**src/rtl/uart_rx_fifo_pkg.sv**
```systemverilog
// Shared register map for the uart receive FIFO: word offsets and field positions.
package uart_rx_fifo_pkg;

    typedef enum logic [1:0] {
        RegData   = 2'd0,
        RegStatus = 2'd1,
        RegCtrl   = 2'd2,
        RegDrops  = 2'd3
    } reg_addr_e;

    localparam int unsigned DataEmptyBit   = 8;

    localparam int unsigned StatusEmptyBit = 0;
    localparam int unsigned StatusFullBit  = 1;
    localparam int unsigned StatusOvfBit   = 2;
    localparam int unsigned StatusCountLsb = 8;

    localparam int unsigned CtrlIeThrBit   = 0;
    localparam int unsigned CtrlIeOvfBit   = 1;
    localparam int unsigned CtrlThreshLsb  = 8;

    localparam int unsigned FlushBit       = 31;

endpackage

```
**src/rtl/uart_rx_fifo_byte_fifo.sv**
```systemverilog
// Circular byte buffer with zero-wait head output; a pop frees a slot for a push in the same cycle.
module uart_rx_fifo_byte_fifo #(
    parameter int unsigned DEPTH_LOG2 = 4
) (
    input  logic                  clk,
    input  logic                  rst,
    input  logic                  push,
    input  logic                  pop,
    input  logic                  flush,
    input  logic [7:0]            wdata,
    output logic                  full,
    output logic                  empty,
    output logic [DEPTH_LOG2:0]   count,
    output logic [7:0]            head
);

    localparam int unsigned Depth = 1 << DEPTH_LOG2;

    logic [DEPTH_LOG2-1:0] wr_ptr_q;
    logic [DEPTH_LOG2-1:0] rd_ptr_q;
    logic [DEPTH_LOG2:0]   count_q;
    logic [7:0]            mem_q [Depth];
    logic                  do_push;
    logic                  do_pop;

    assign empty   = (count_q == '0);
    assign full    = (count_q == (DEPTH_LOG2 + 1)'(Depth));
    assign count   = count_q;
    assign head    = empty ? 8'h00 : mem_q[rd_ptr_q];
    assign do_pop  = pop && !empty;
    assign do_push = push && (!full || do_pop);

    always_ff @(posedge clk or posedge rst) begin
        if (rst) begin
            wr_ptr_q <= '0;
            rd_ptr_q <= '0;
            count_q  <= '0;
        end else if (flush) begin
            wr_ptr_q <= '0;
            rd_ptr_q <= '0;
            count_q  <= '0;
        end else begin
            if (do_push) wr_ptr_q <= wr_ptr_q + DEPTH_LOG2'(1);
            if (do_pop)  rd_ptr_q <= rd_ptr_q + DEPTH_LOG2'(1);
            count_q <= count_q + (DEPTH_LOG2 + 1)'(do_push) - (DEPTH_LOG2 + 1)'(do_pop);
        end
    end

    // Storage needs no reset; count gates every read of it.
    always_ff @(posedge clk) begin
        if (do_push && !flush) mem_q[wr_ptr_q] <= wdata;
    end

endmodule

```
**src/rtl/uart_rx_fifo.sv**
```systemverilog
// Receive buffer behind the uart: byte FIFO plus MMIO register window, overflow tracking and irq.
module uart_rx_fifo
    import uart_rx_fifo_pkg::*;
#(
    parameter int unsigned DEPTH_LOG2 = 4,
    parameter int unsigned DROP_CNT_W = 16
) (
    input  logic        clk,
    input  logic        rst,
    input  logic        rxnew,
    input  logic [7:0]  rxdata,
    input  logic [1:0]  a,
    input  logic [31:0] d,
    input  logic        we,
    input  logic        rd,
    output logic [31:0] spo,
    output logic        irq
);

    reg_addr_e               addr;
    logic                    full;
    logic                    empty;
    logic [DEPTH_LOG2:0]     count;
    logic [7:0]              head;
    logic                    pop;
    logic                    flush;
    logic                    drop;
    logic [8:0]              eff_thresh;
    logic                    thr_hit;

    logic [7:0]              thresh_q;
    logic                    ie_thr_q;
    logic                    ie_ovf_q;
    logic                    ovf_q;
    logic [DROP_CNT_W-1:0]   drop_cnt_q;
    logic                    irq_q;

    assign addr  = reg_addr_e'(a);
    assign pop   = rd && (addr == RegData);
    assign flush = we && (addr == RegCtrl) && d[FlushBit];
    // A pop in the same cycle frees the slot, so only a push that cannot fit is lost.
    assign drop  = rxnew && !flush && full && !(pop && !empty);

    assign eff_thresh = (thresh_q == 8'h00) ? 9'd1 : {1'b0, thresh_q};
    assign thr_hit    = 9'(count) >= eff_thresh;

    uart_rx_fifo_byte_fifo #(
        .DEPTH_LOG2 (DEPTH_LOG2)
    ) u_fifo (
        .clk   (clk),
        .rst   (rst),
        .push  (rxnew && !flush),
        .pop   (pop),
        .flush (flush),
        .wdata (rxdata),
        .full  (full),
        .empty (empty),
        .count (count),
        .head  (head)
    );

    always_ff @(posedge clk or posedge rst) begin
        if (rst) begin
            thresh_q   <= 8'd1;
            ie_thr_q   <= 1'b0;
            ie_ovf_q   <= 1'b0;
            ovf_q      <= 1'b0;
            drop_cnt_q <= '0;
            irq_q      <= 1'b0;
        end else begin
            if (we && (addr == RegCtrl)) begin
                thresh_q <= d[CtrlThreshLsb +: 8];
                ie_ovf_q <= d[CtrlIeOvfBit];
                ie_thr_q <= d[CtrlIeThrBit];
            end
            if (drop) begin
                ovf_q <= 1'b1;
            end else if (we && (addr == RegStatus) && d[StatusOvfBit]) begin
                ovf_q <= 1'b0;
            end
            if (we && (addr == RegDrops)) begin
                drop_cnt_q <= drop ? DROP_CNT_W'(1) : '0;
            end else if (drop && !(&drop_cnt_q)) begin
                drop_cnt_q <= drop_cnt_q + DROP_CNT_W'(1);
            end
            irq_q <= (ie_thr_q && thr_hit) || (ie_ovf_q && ovf_q);
        end
    end

    assign irq = irq_q;

    always_comb begin
        spo = 32'h0;
        unique case (addr)
            RegData: begin
                spo[DataEmptyBit] = empty;
                spo[7:0]          = head;
            end
            RegStatus: begin
                spo[StatusCountLsb +: 8] = 8'(count);
                spo[StatusOvfBit]        = ovf_q;
                spo[StatusFullBit]       = full;
                spo[StatusEmptyBit]      = empty;
            end
            RegCtrl: begin
                spo[CtrlThreshLsb +: 8] = thresh_q;
                spo[CtrlIeOvfBit]       = ie_ovf_q;
                spo[CtrlIeThrBit]       = ie_thr_q;
            end
            RegDrops: spo = 32'(drop_cnt_q);
        endcase
    end

endmodule

```
**config.mk**
```make
export PLATFORM = sky130hd
export DESIGN_NAME = uart_rx_fifo
export DESIGN_NICKNAME = d
export VERILOG_FILES = /design/src/rtl/uart_rx_fifo_pkg.sv /design/src/rtl/uart_rx_fifo_byte_fifo.sv /design/src/rtl/uart_rx_fifo.sv
export SDC_FILE = /design/constraint.sdc
export NUM_CORES = 1
export LEC_CHECK = 0
export BUFFER_PORTS_ARGS = -buffer_cell sky130_fd_sc_hd__buf_2
export CAP_MARGIN = 5
export CORE_MARGIN = 5
export CORE_UTILIZATION = 60
export CTS_BUF_LIST = sky130_fd_sc_hd__clkbuf_8
export CTS_CLUSTER_SIZE = 30
export DETAILED_ROUTE_END_ITERATION = 16
export HOLD_SLACK_MARGIN = 0.02
export PLACE_DENSITY = 0.81
export SLEW_MARGIN = 0
export SYNTH_ARGS = -nofsm -noshare
export SYNTH_HDL_FRONTEND = slang
export SYNTH_HIERARCHICAL = 1
export SYNTH_SLANG_ARGS = --single-unit
```
**constraint.sdc**
```tcl
create_clock -name clk -period 3.8 [get_ports clk]
set_input_delay 0.57 -clock clk [delete_from_list [all_inputs] [get_ports clk]]
set_output_delay 0.57 -clock clk [all_outputs]
set_load 0.1 [all_outputs]
```
==> run_results.csv <==
group,metric,value,unit
sta,drv_slew,0,
route,routed_via_density,6.29,
route,wirelength_met1,6860,µm
yosys,synth-async-reset-ratio,24.3,%
clocking,buffers_from_clock_root_to_sink_at_most,2,
sta,max_freq,274,MHz
grt,initial_antenna_violation_count,0,
yosys,ys_ff_latch,169,
pwr,sequential_share_of_power,43.2,%
floorplanning,placementRows,42,
clocking,clock_pin_slew_on_the_worst_setup_and_hold_paths,90,ps
clocking,h_tree_levels,4,
critical_path,critPathArrivalTime,3080,ps
pwr,sw_frac_of_total,36.0,%
clocking,cts_post_setup_buffers_inserted,0,
yosys,synth_top_flop_cell,"edfxtp_1",
pwr,power.static_leakage,3.26,nW
clocking,cts_resized,0,
route,route.antenna.remaining_nets,0,
yosys,yosysSeqAreaShare,60.5,%
sta,timing.final.hold_violations,0,
sta,final_min_period_over_clock_period,95.9,%
floorplanning,die_x,126,µm
pwr,power_density,642,nW/µm²
cells_and_area,num-fill-cells,945,
clocking,tritoncts.num_buffers,17,
clocking,cts_root_buffer,"clkbuf_8",
cells_and_area,area_growth_syn_to_layout,7.95,%
critical_path,worst_ep_required_time,3230,ps
floorplanning,top_level_ports,80,
floorplanning,floorplan.initialDensity,61.0,%
yosys,synth_cell_area,8050,µm²
status,run_status,"finished, final reports clean",
cells_and_area,final_nets,652,
route,wl,16500,µm
sta,holdWs,144,ps
clocking,cts_tree,"yes",
place,place_worst_setup_slack,558,ps
place,io_buffers,43,
yosys,yosys_warnings,6,
route,wire_per_inst,21.5,µm
worst_hold_path,hold_path_class,"in -> async",
critical_path,critical_path_peak_fanout,16,
yosys,synthesis.area_per_instance,15.0,µm²
sta,relSlewSlack,27.9,%
route,first_pass_iters,9,
grt,remaining_global_route_overflow,0,
cells_and_area,antenna-diode-count,0,
floorplanning,fp.dieH,126,µm
place,detailedPlacementHpwl,11100,µm
grt,global_route_wire_length_before_repair,26800,µm
yosys,yosys.cell_types.count,60,
place,gp_congestion,0.919,
sta,setup_slack,154,ps
clocking,insertion_delay,460,ps
grt,grt_pass1_vias,4870,
route,detailedRoute.firstIterationViolations,587,
yosys,post_synth_edffs,128,
pwr,internal-power,3.57,mW
pwr,reported_net_switching_power,2.01,mW
pwr,power_frac_clock,23.0,%
critical_path,worstSetupStartpointType,"flip-flop",
route,route.detailed.drc,0,
pwr,combinationalPowerShare,33.7,%
floorplanning,core_area,13200,µm²
cells_and_area,ratio_of_cells_with_drive_above_1_in_the_final_layout,21.7,%
clocking,holdBufCountCts,0,
flow_run,drv.max_cap_violation_count,0,
sta,finalClockSkew,17.0,ps
sta,setup_viol,0,
pwr,vdd.ir_drop.worst,0.569,mV
route,dr_total_vias,4847,
route,topRoutingLayerUsed,"met4",
sta,tightestPinTransition,1080,ps
sta,post-route-min-period,3650,ps
floorplanning,fp.dieArea,15800,µm²
yosys,post_synth_inst_count,535,
sta,rsz0062_at_grt,"no",
sta,tns,0,ps
critical_path,crit_type,"reg -> out",
cells_and_area,final_common_cell,"edfxtp_1",
grt,grt_max_degree,29,
clocking,tritoncts_num_sinks,169,
cells_and_area,most-common-layout-cells,"128 x edfxtp_1, 43 x buf_2, 39 x dfrtp_1",
route,met3_wl,1150,µm
grt,globalRouteTotalUtil,21.9,%
critical_path,cp-end-kind,"output pin",
route,detailroute.wirelength.met2,8220,µm
## power groups by stage
| stage | sequential [mW] | combinational, mW | clock [mW] |
|---|---|---|---|
| floorplan | 2.35 | 1.58 | 0 |
| global placement | 2.43 | 1.81 | 0 |
| detailed placement | 2.45 | 1.87 | 0 |
| CTS | 2.41 | 1.88 | 1.30 |
| global route | 2.44 | 2.03 | 1.39 |
| finish | 2.41 | 1.88 | 1.29 |
## worst paths after layout
path | from | end | slack [ps] | depth (start not counted)
worst max register to register | u_fifo/count[3] | u_fifo/count[4] | 540 | 11
worst max-delay path | u_fifo/rd_ptr_q[0] | spo[3] | 150 | 8
worst min register to register | thresh_q[4] | thresh_q[4] | 550 | 1
min in group clk | d[1] | ie_ovf_q | 340 | 2
worst min-delay path | rst | u_fifo/count[4] | 140 | 2
max in group asynchronous | rst | drop_cnt_q[0] | 2750 | 2
## critical path: stages (launching register included)
cell,delay [ps]
dfrtp_2,530
buf_6,270
mux4_1,630
mux2_2,300
o21ai_1,170
a21oi_1,90
a22oi_1,280
nor2_1,70
buf_2,290
## registers in the layout, indices dropped and copies added, names as in the netlist
name,flops
u_fifo/wr_ptr_q,4
ie_thr_q,1
irq,1
thresh_q,8
u_fifo/count,5
ovf_q,1
ie_ovf_q,1
u_fifo/mem_q,128
u_fifo/rd_ptr_q,4
drop_cnt_q,16
## synthesized netlist by cell type, types with 2 or more instances
master / number / area [µm²]
and4_1: 3 / 26.3
xnor2_1: 3 / 26.3
buf_2: 3 / 15.0
nand2_2: 2 / 12.5
ha_1: 22 / 275
mux4_2: 13 / 293
nand2_1: 18 / 67.6
clkbuf_1: 9 / 33.8
nand4_1: 8 / 50.1
buf_4: 17 / 128
clkbuf_8: 5 / 68.8
o211ai_1: 3 / 22.5
inv_1: 22 / 82.6
nand3_1: 16 / 80.1
a22oi_1: 8 / 60.1
mux2i_1: 15 / 150
o31ai_1: 11 / 82.6
dfrtp_1: 40 / 1000
o21ai_0: 5 / 25.0
and2_1: 3 / 18.8
edfxtp_1: 128 / 3840
a21oi_1: 23 / 115
buf_8: 2 / 30.0
xor2_1: 5 / 43.8
a222oi_1: 8 / 80.1
nand2b_1: 4 / 25.0
o21ai_1: 6 / 30.0
mux4_1: 19 / 499
o311ai_0: 2 / 17.5
buf_6: 5 / 56.3
nor4_1: 2 / 12.5
mux2_2: 18 / 203
nor3_1: 5 / 25.0
nor2b_1: 4 / 25.0
and3_1: 7 / 43.8
or4_1: 11 / 82.6
a21o_1: 2 / 15.0
nor2_1: 36 / 135
## routing by layer
metal	global-route usage, %	vias up
met1	29.4	2428
met5	0	-
met2	35.7	225
li1	-	2163
met3	5.29	31
met4	6.94	0
## final cells by class
class | count | area [µm²] | share of cell area, %
clock buffers | 17 | 234 | 2.69
multi-input cells | 315 | 2790 | 32.1
inverters | 22 | 82.6 | 0.951
flip-flops and latches | 169 | 4870 | 56.1
clock inverters | 15 | 164 | 1.89
well taps | 176 | 220 | 2.54
repair buffers | 57 | 324 | 3.73
## stage by stage
step | std cells | instance area, µm² | util, % | power [mW]
2_1_floorplan | 550 | 8100 | - | 3.93
3_3_place_gp | 739 | 8280 | 62.8 | 4.24
3_5_place_dp | 739 | 8280 | 62.8 | 4.31
4_1_cts | 771 | 8680 | 65.8 | 5.59
5_1_grt | 771 | 8690 | 65.9 | 5.87
6_report | 771 | 8690 | 65.9 | 5.58
## logic make-up after synthesis
family	after synthesis	synth area share [%]
compound gates	77	6.80
xor+xnor	8	0.871
fa+ha+maj	23	3.67
buf+inv	66	5.50
flops	169	60.5
mux	65	14.2
other cells	1	0.0466
simple gates	126	8.35
Note: power is estimated with default switching activity, not from simulation.
